[src/rtl/alu_pkg.sv]
// Shared definitions for the pipelined ALU: opcode encoding and the bit order
// used when the status flags are packed into one vector.
package alu_pkg;

  localparam logic [2:0] OP_ADD = 3'b000;
  localparam logic [2:0] OP_SUB = 3'b001;
  localparam logic [2:0] OP_AND = 3'b010;
  localparam logic [2:0] OP_OR  = 3'b011;
  localparam logic [2:0] OP_XOR = 3'b100;
  localparam logic [2:0] OP_SHL = 3'b101;
  localparam logic [2:0] OP_SHR = 3'b110;
  localparam logic [2:0] OP_ACC = 3'b111;

  localparam int unsigned FLAG_COUT = 0;
  localparam int unsigned FLAG_ZERO = 1;
  localparam int unsigned FLAG_NEG  = 2;
  localparam int unsigned FLAG_OVF  = 3;
  localparam int unsigned NUM_FLAGS = 4;

endpackage

[src/rtl/alu_core.sv]
// Combinational ALU datapath: one adder shared by ADD/SUB/ACC, bitwise ops and
// logical shifts. Produces the WIDTH-bit result plus carry and signed overflow.
module alu_core
  import alu_pkg::*;
#(
  parameter int unsigned WIDTH = 8
) (
  input  logic [WIDTH-1:0] a,
  input  logic [WIDTH-1:0] b,
  input  logic [2:0]       op,
  input  logic             cin,
  input  logic [WIDTH-1:0] acc,
  output logic [WIDTH-1:0] r,
  output logic             cout,
  output logic             ovf
);

  localparam int unsigned SHW = $clog2(WIDTH);

  logic [WIDTH-1:0] add_x;
  logic [WIDTH-1:0] add_y;
  logic             add_c;
  logic [WIDTH:0]   sum;
  logic [SHW-1:0]   sh;
  logic [WIDTH:0]   shl_t;
  logic [WIDTH:0]   shr_t;

  always_comb begin
    add_x = (op == OP_ACC) ? acc : a;
    add_y = (op == OP_SUB) ? ~b : ((op == OP_ACC) ? a : b);
    add_c = (op == OP_SUB) ? 1'b1 : ((op == OP_ADD) ? cin : 1'b0);
    sum   = {1'b0, add_x} + {1'b0, add_y} + {{WIDTH{1'b0}}, add_c};

    // Extra guard bit on each side catches the last bit shifted out.
    sh    = b[SHW-1:0];
    shl_t = {1'b0, a} << sh;
    shr_t = {a, 1'b0} >> sh;

    r    = '0;
    cout = 1'b0;
    ovf  = 1'b0;
    case (op)
      OP_ADD, OP_SUB, OP_ACC: begin
        r    = sum[WIDTH-1:0];
        cout = sum[WIDTH];
        ovf  = (add_x[WIDTH-1] == add_y[WIDTH-1]) && (sum[WIDTH-1] != add_x[WIDTH-1]);
      end
      OP_AND: r = a & b;
      OP_OR:  r = a | b;
      OP_XOR: r = a ^ b;
      OP_SHL: begin
        r    = shl_t[WIDTH-1:0];
        cout = shl_t[WIDTH];
      end
      default: begin
        r    = shr_t[WIDTH:1];
        cout = shr_t[0];
      end
    endcase
  end

endmodule

[src/rtl/alu_pipe.sv]
// Two-stage pipelined ALU with valid/ready on both sides. S1 holds operands,
// S2 holds result and flags; the accumulator updates as an ACC beat leaves S1.
module alu_pipe
  import alu_pkg::*;
#(
  parameter int unsigned WIDTH = 8
) (
  input  logic             clk,
  input  logic             rst,
  input  logic             in_valid,
  output logic             in_ready,
  input  logic [WIDTH-1:0] a,
  input  logic [WIDTH-1:0] b,
  input  logic [2:0]       op,
  input  logic             cin,
  input  logic             acc_clr,
  output logic             out_valid,
  input  logic             out_ready,
  output logic [WIDTH-1:0] result,
  output logic             cout,
  output logic             zero,
  output logic             neg,
  output logic             ovf,
  output logic [WIDTH-1:0] acc
);

  logic                 s1_valid_q;
  logic [WIDTH-1:0]     s1_a_q;
  logic [WIDTH-1:0]     s1_b_q;
  logic [2:0]           s1_op_q;
  logic                 s1_cin_q;
  logic                 s2_valid_q;
  logic [WIDTH-1:0]     result_q;
  logic [NUM_FLAGS-1:0] flags_q;
  logic [WIDTH-1:0]     acc_q;

  logic                 s1_adv;
  logic [WIDTH-1:0]     core_acc;
  logic [WIDTH-1:0]     core_r;
  logic                 core_cout;
  logic                 core_ovf;
  logic [NUM_FLAGS-1:0] core_flags;

  assign s1_adv   = s1_valid_q & (~s2_valid_q | out_ready);
  assign in_ready = ~s1_valid_q | s1_adv;
  // A clear in the same cycle as an advancing ACC takes effect before the add.
  assign core_acc = acc_clr ? '0 : acc_q;

  alu_core #(
    .WIDTH (WIDTH)
  ) u_core (
    .a    (s1_a_q),
    .b    (s1_b_q),
    .op   (s1_op_q),
    .cin  (s1_cin_q),
    .acc  (core_acc),
    .r    (core_r),
    .cout (core_cout),
    .ovf  (core_ovf)
  );

  always_comb begin
    core_flags            = '0;
    core_flags[FLAG_COUT] = core_cout;
    core_flags[FLAG_ZERO] = (core_r == '0);
    core_flags[FLAG_NEG]  = core_r[WIDTH-1];
    core_flags[FLAG_OVF]  = core_ovf;
  end

  always_ff @(posedge clk or posedge rst) begin
    if (rst) begin
      s1_valid_q <= 1'b0;
      s1_a_q     <= '0;
      s1_b_q     <= '0;
      s1_op_q    <= '0;
      s1_cin_q   <= 1'b0;
      s2_valid_q <= 1'b0;
      result_q   <= '0;
      flags_q    <= '0;
      acc_q      <= '0;
    end else begin
      if (in_ready) s1_valid_q <= in_valid;
      if (in_valid && in_ready) begin
        s1_a_q   <= a;
        s1_b_q   <= b;
        s1_op_q  <= op;
        s1_cin_q <= cin;
      end
      if (s1_adv) begin
        s2_valid_q <= 1'b1;
        result_q   <= core_r;
        flags_q    <= core_flags;
      end else if (out_ready) begin
        s2_valid_q <= 1'b0;
      end
      if (s1_adv && (s1_op_q == OP_ACC)) begin
        acc_q <= core_r;
      end else if (acc_clr) begin
        acc_q <= '0;
      end
    end
  end

  assign out_valid = s2_valid_q;
  assign result    = result_q;
  assign cout      = flags_q[FLAG_COUT];
  assign zero      = flags_q[FLAG_ZERO];
  assign neg       = flags_q[FLAG_NEG];
  assign ovf       = flags_q[FLAG_OVF];
  assign acc       = acc_q;

endmodule

[config.mk]
export PLATFORM = sky130hd
export DESIGN_NAME = alu_pipe
export DESIGN_NICKNAME = d
export VERILOG_FILES = /design/src/rtl/alu_pkg.sv /design/src/rtl/alu_core.sv /design/src/rtl/alu_pipe.sv
export SDC_FILE = /design/constraint.sdc
export NUM_CORES = 1
export LEC_CHECK = 0
export BUFFER_PORTS_ARGS = -buffer_cell sky130_fd_sc_hd__buf_2
export CAP_MARGIN = 20
export CORE_UTILIZATION = 44
export DETAILED_ROUTE_END_ITERATION = 8
export GPL_ROUTABILITY_DRIVEN = 1
export SLEW_MARGIN = 20
export SYNTH_ARGS = -nofsm -noshare
export SYNTH_HDL_FRONTEND = slang
export SYNTH_SLANG_ARGS = --single-unit
[constraint.sdc]
create_clock -name clk -period 3.97 [get_ports clk]
set_input_delay 0.1985 -clock clk [delete_from_list [all_inputs] [get_ports clk]]
set_output_delay 0.1985 -clock clk [all_outputs]
set_load 0.005 [all_outputs]
Yosys cells after proc, flatten, opt, wreduce, memory -nomap -nowiden
Index checks and enable logic that the tools add are counted.
W data, S select, Z words.
{"block": "op_classes", "add_sub_neg": 2, "n_eq_ne": 8, "shifts": 2, "n_mux": 12, "bitwise_logic": 9, "reduce_logical": 8}
{"op": "$mux W8", "count": 5}
{"op": "$pmux W8 S5", "count": 1}
{"op": "$add A8 B8 Y9", "count": 1}
{"op": "$add A9 B1 Y9", "count": 1}
{"op": "$eq A3 B3 Y1 const B", "count": 3}
{"op": "$shl A8 B3 Y9", "count": 1}
{"op": "$shr A9 B3 Y9", "count": 1}
{"op": "$and A8 B8 Y8", "count": 1}
{"op": "$logic_not A8 Y1", "count": 1}
{"op": "$not A8 Y8", "count": 1}
{"op": "$or A8 B8 Y8", "count": 1}
{"op": "$xor A8 B8 Y8", "count": 1}
{"op": "$eq A3 B2 Y1 const B", "count": 2}
{"op": "$reduce_or A3 Y1", "count": 2}
{"op": "$mux W1", "count": 5}
{"op": "$eq A3 B1 Y1 const B", "count": 1}
{"op": "$logic_and A1 B1 Y1", "count": 3}
{"op": "$logic_not A3 Y1", "count": 1}
{"op": "$pmux W1 S3", "count": 1}
{"op": "$not A1 Y1", "count": 2}
{"op": "$or A1 B1 Y1", "count": 2}
{"op": "$reduce_bool A2 Y1", "count": 1}
{"op": "$and A1 B1 Y1", "count": 1}
{"op": "$eq A1 B1 Y1", "count": 1}
{"op": "$ne A1 B1 Y1", "count": 1}
{"block": "totals", "reg_bits": 42, "inputBits": 25, "output_inout_bits": 22, "word_cells": 50}

Logic depth before layout (Yosys ltp)
{"block": "depth", "ltp_word": 8, "mapped_depth": 16, "depth_no_buf": 13}

Hierarchy
Synthesis repeated with hierarchy kept, for this count alone.
{"block": "hier_totals", "hier_cells": 327, "area_unflattened_um2": 3388.2}
{"module": "alu_core", "n_inst": 1, "cells_each": 223, "area_per_inst_um2": 1745.4, "seq_area_each_um2": 0.0}
{"module": "alu_pipe", "n_inst": 1, "cells_each": 104, "area_per_inst_um2": 1642.8, "seq_area_each_um2": 1026.0}

Worst setup path before layout
No wires, ideal clock.
{"block": "synth_path", "path_kind": "register -> register", "start": "reg s1_op_q[0]", "end": "reg flags_q[1]", "setup_time_ps": 103, "arrival_time_ps": 3400, "t_required_ps": 3867, "setup_slack_ps": 466, "stages_incl_launch_ff": 16, "path_buffers": 4, "synth_period_minus_slack_ps": 3504, "cell_sequence": "dfrtp_1 -> buf_2 -> buf_2 -> buf_1 -> clkbuf_1 -> o22ai_1 -> a21oi_1 -> fa_1 -> inv_1 -> fa_1 -> mux2i_1 -> a31o_2 -> a211o_1 -> a22oi_1 -> nand4_1 -> o41ai_2"}
{"block": "synth_between", "elab_chain_cells": 7, "word_cells_on_any_way": 17}
{"element": "start, declared", "line_no": "alu_pipe.sv:30", "rtl": "logic [2:0] s1_op_q;"}
{"element": "start signal, assigned", "line_no": "alu_pipe.sv:86", "rtl": "s1_op_q <= op;"}
{"element": "$eq A3 B3 Y1", "line_no": "alu_core.sv:29, alu_core.sv:30, alu_core.sv:42"}
{"element": "$mux W8 (2 in a row)", "line_no": "alu_core.sv:30", "rtl": "add_y = (op == OP_SUB) ? ~b : ((op == OP_ACC) ? a : b);"}
{"element": "$add A8 B8 Y9", "line_no": "alu_core.sv:32", "rtl": "sum = {1'b0, add_x} + {1'b0, add_y} + {{WIDTH{1'b0}}, add_c};"}
{"element": "$add A9 B1 Y9", "line_no": "alu_core.sv:32"}
{"element": "$pmux W8 S5 (*)", "line_no": "alu_core.sv:42", "rtl": "case (op)"}
{"element": "$logic_not A8 Y1 (*)", "line_no": "alu_pipe.sv:65", "rtl": "core_flags[FLAG_ZERO] = (core_r == '0);"}
{"element": "end signal, assigned", "line_no": "alu_pipe.sv:92", "rtl": "flags_q <= core_flags;"}
{"element": "end, declared", "line_no": "alu_pipe.sv:34", "rtl": "logic [NUM_FLAGS-1:0] flags_q;"}
Every way passes the cells marked *; elsewhere a longest branch is shown, timed or not.
A chain may end at the register's enable or synchronous reset.

Worst setup path after layout
{"block": "layout_path", "start": "reg s1_op_q[2]", "end": "reg result_q[6], in the netlist result[6]"}
{"block": "layout_between", "elab_chain_cells": 6, "word_cells_on_any_way": 16}
{"element": "$eq A3 B3 Y1", "line_no": "alu_core.sv:29, alu_core.sv:30, alu_core.sv:42"}
{"element": "$mux W8 (2 in a row)", "line_no": "alu_core.sv:30"}
{"element": "$add A8 B8 Y9", "line_no": "alu_core.sv:32"}
{"element": "$add A9 B1 Y9", "line_no": "alu_core.sv:32"}
{"element": "$pmux W8 S5 (*)", "line_no": "alu_core.sv:42"}
{"element": "end signal, assigned", "line_no": "alu_pipe.sv:91", "rtl": "result_q <= core_r;"}
{"element": "end, declared", "line_no": "alu_pipe.sv:33", "rtl": "logic [WIDTH-1:0] result_q;"}
Marks and branches as above.

==> out/results.ini <==
[route]
first_pass_iters = 6
drtIter0Drc = 148
drc = 0
ant_nets = 0
vias = 2966
vias_per_cell = 5.61
post_drt_wl_per_cell_um = 17.9
postRouteWirelength_um = 9450

[worst_hold_path]
hold_class = input port to asynchronous set/reset pin

[global_routing]
grt_antenna_before_repair = 0
gr-usage-met1 = 0.342
grt_max_degree = 42
grt_util_all_layers = 0.238
grt_use_met3 = 0.0243
grt_pass1_vias = 2954
grt.met2_usage = 0.386
grt_busiest_layer = met2
gr-total-overflow = 0
grt_pass1_wl_um = 15400

[synth]
synthArstFlopShare = 1.00
synth_nets = 441
synthTopCellsByCount = 41 x dfrtp_1, 35 x nand2_1, 30 x o21ai_0
ys.flop_type = dfrtp_1
synth.most_common_cell = dfrtp_1
yosysSeqAreaShare = 0.290
yosys.area_share.simple = 0.137
synth_cell_type_count = 59
synth_seq_cells = 41
synthesis.area_um2 = 3530
synth_edf_count = 0
synth_fa_ha_area_frac = 0.0964
synth_top_family_by_area = multiplexers
synth_area_leader_cell = dfrtp_1
syn_inst = 390
yosys_warnings = 0
synth.area.mux_share = 0.196
synth_area_per_cell_um2 = 9.06
synthDominantCellAreaShare = 0.290
synthTopCellsByArea = dfrtp_1 29%, ha_1 8.5%, mux2_2 8.0%
synth-xor-area-share = 0.0124
synth_compound_area_frac = 0.192

[cells_and_area]
fill_cells = 741
antenna_cells = 0
seqCellArea_um2 = 1030
multi_input_area_um2 = 2240
fin_nets = 477
drive_gt1_frac = 0.253
area_growth_pct = 11.4

[outcome]
status = finished clean

[clocking]
clk_pin_slew_ns = 0.09
cts_made_buffers = 5
cts_tree = done
insertion_delay_ns = 0.30
post-cts-setup-buffer-count = 0
cts_resized = 0
cts-root-buf = clkbuf_8
clockBufferDepth = 2
postCtsHoldBufs = 0
cts_sinks = 41
htreeDepth = 2

[critical_path]
setup.worst_path.class = register to register
cp_cell_sequence = nor2b_1 -> mux2i_1 -> o22ai_1 -> a21oi_1 -> fa_1 -> inv_1 -> fa_1 -> nand2b_1 -> a211oi_1 -> o21a_1 -> o21a_1 -> o31ai_1 -> mux2_2
reg2reg_depth = 13
reg2reg_setup_slack_ns = 0.49
critPathMaxFanout = 15
worstPathRequired_ns = 4.21
critPathTopFamily = compound AO/OA/AOI/OAI gates
r2r-start = s1_op_q[2]$_DFFE_PP0P_
crit_path_max_incr_delay_ns = 0.52
crit_slowest_cell = dfrtp_1
crit_path_end_kind = register
r2r-end = result[6]$_DFFE_PP0P_
arrival_ns = 3.72
crit_buf_inv = 1
critPathLaunchType = register

[pwr]
clkPwrFrac = 0.159
p_switching_mw = 0.784
power_leakage_nw = 1.85
p_per_area_nw_per_um2 = 474
pwr-share-comb = 0.532
peakVddDrop_v = 0.000190
p_int_mw = 1.08
swShare = 0.420
seqPwrFrac = 0.309

[sta]
slew_violations = 0
setup_violations = 0
hold_viol = 0
max_freq_mhz = 287
fin_crit_sh = 0.878
whs_ns = 0.0147
period_minus_slack_ns = 3.48
skew_ns = 0.00937
fin_tns_setup_ns = 0
rsz0062_at_grt = no
tightest_slew_ns = 0.844
slew_headroom = 0.435

[placed_design]
dpl.hpwl_um = 7080
portBuffers = 46
place_congestion = 0.907

[floorplanning]
initial_core_util = 0.457
die_h_um = 91.6
core_um2 = 7730
die_x_um = 91.6
die-area_um2 = 8390
rows = 32
pin_count = 47

[flow_run]
cap_violations = 0

worst max-delay path by stage:
stage | startpoint | endpoint | slack [ns] | cells past startpoint
6_report | s1_op_q[2]$_DFFE_PP0P_ | result[6]$_DFFE_PP0P_ | 0.49 | 13
5_1_grt | s1_op_q[2]$_DFFE_PP0P_ | result[6]$_DFFE_PP0P_ | 0.26 | 12
4_1_cts | s1_op_q[2]$_DFFE_PP0P_ | result[6]$_DFFE_PP0P_ | 0.54 | 13
3_5_place_dp | s1_op_q[2]$_DFFE_PP0P_ | flags_q[1]$_DFFE_PP0P_ | 0.56 | 11
3_3_place_gp | s1_op_q[2]$_DFFE_PP0P_ | result[6]$_DFFE_PP0P_ | 0.67 | 12
2_1_floorplan | s1_op_q[0]$_DFFE_PP0P_ | flags_q[1]$_DFFE_PP0P_ | 0.47 | 15
per-stage QoR:
stage | setup slack (ns) | util | power (mW) | std cells | cell area, um2
after floorplan | 0.466 | - | 1.29 | 390 | 3530
after global routing | 0.262 | 0.509 | 2.01 | 529 | 3940
after global placement | 0.673 | 0.497 | 1.55 | 521 | 3840
final | 0.485 | 0.509 | 1.87 | 529 | 3940
after CTS | 0.543 | 0.509 | 1.87 | 529 | 3940
after detailed placement | 0.558 | 0.497 | 1.56 | 521 | 3840
sequential cells by signal, indices dropped and copies added (netlist names):
register / flops
acc: 8
flags_q: 4
s1_a_q: 8
s1_b_q: 8
s1_op_q: 3
out_valid: 1
s1_cin_q: 1
s1_valid_q: 1
result: 7
final cells by class:
class                           count  share of cell area
Clock buffer                        6              0.0210
Clock inverter                      2             0.00350
Inverter                           26              0.0248
Multi-Input combinational cell    290               0.569
Sequential cell                    41               0.261
Tap cell                          102              0.0324
Timing Repair Buffer               62              0.0890
kinds of logic after synthesis:
family,after synthesis
DFF,41
muxes,56
xor gates and xnor gates,5
and+or+nand+nor,99
AOI/OAI and AO/OA,104
buffers and inverters,59
adders and majority gates,26
worst reg2reg max path, delay by kind of cell (launching register included):
family | cells | cell delay [ns]
AOI/OAI and AO/OA | 6 | 1.16
adders and majority gates | 2 | 0.68
buffers and inverters | 1 | 0.08
DFF | 1 | 0.52
muxes | 2 | 0.41
and+or+nand+nor | 2 | 0.57
cells in the final DEF, fill, tap and decap left out, types with 2 or more instances in the layout:
cell type  instances
nor3b_1            2
and2_1             2
o2111ai_1          2
a21oi_1           25
a222oi_1           2
mux2_2            25
o22ai_1            8
nand3_1            8
buf_4             16
fa_1               2
a31oi_1            2
clkbuf_8           6
o41ai_1            2
nand2_1           35
mux4_2             8
nand2b_1          14
mux2i_1           23
xnor2_1            4
o21a_1             4
nand4_1            2
a21o_1             3
nor2b_1            2
nor3_1             2
ha_1              24
nor2_1            23
buf_2             46
a211oi_1           6
dfrtp_1           41
o2bb2ai_1          2
inv_1             26
o21ai_0           30
and3_1             2
a31o_2             2
power groups by stage:
| stage | clock network [mW] | logic, mW | registers [mW] |
|---|---|---|---|
| floorplan | 0 | 0.718 | 0.569 |
| global placement | 0 | 0.968 | 0.581 |
| detailed placement | 0 | 0.981 | 0.583 |
| CTS | 0.308 | 0.990 | 0.574 |
| global route | 0.320 | 1.10 | 0.587 |
| finish | 0.297 | 0.993 | 0.576 |
routing by layer:
layer	wire, um	part of all wire	up-vias
li1	-	-	1470
met1	4410	0.47	1412
met2	4440	0.47	75
met3	495	0.052	9
met4	104	0.011	0
met5	0	0	-
No activity file was read; power rests on OpenSTA's default activity.
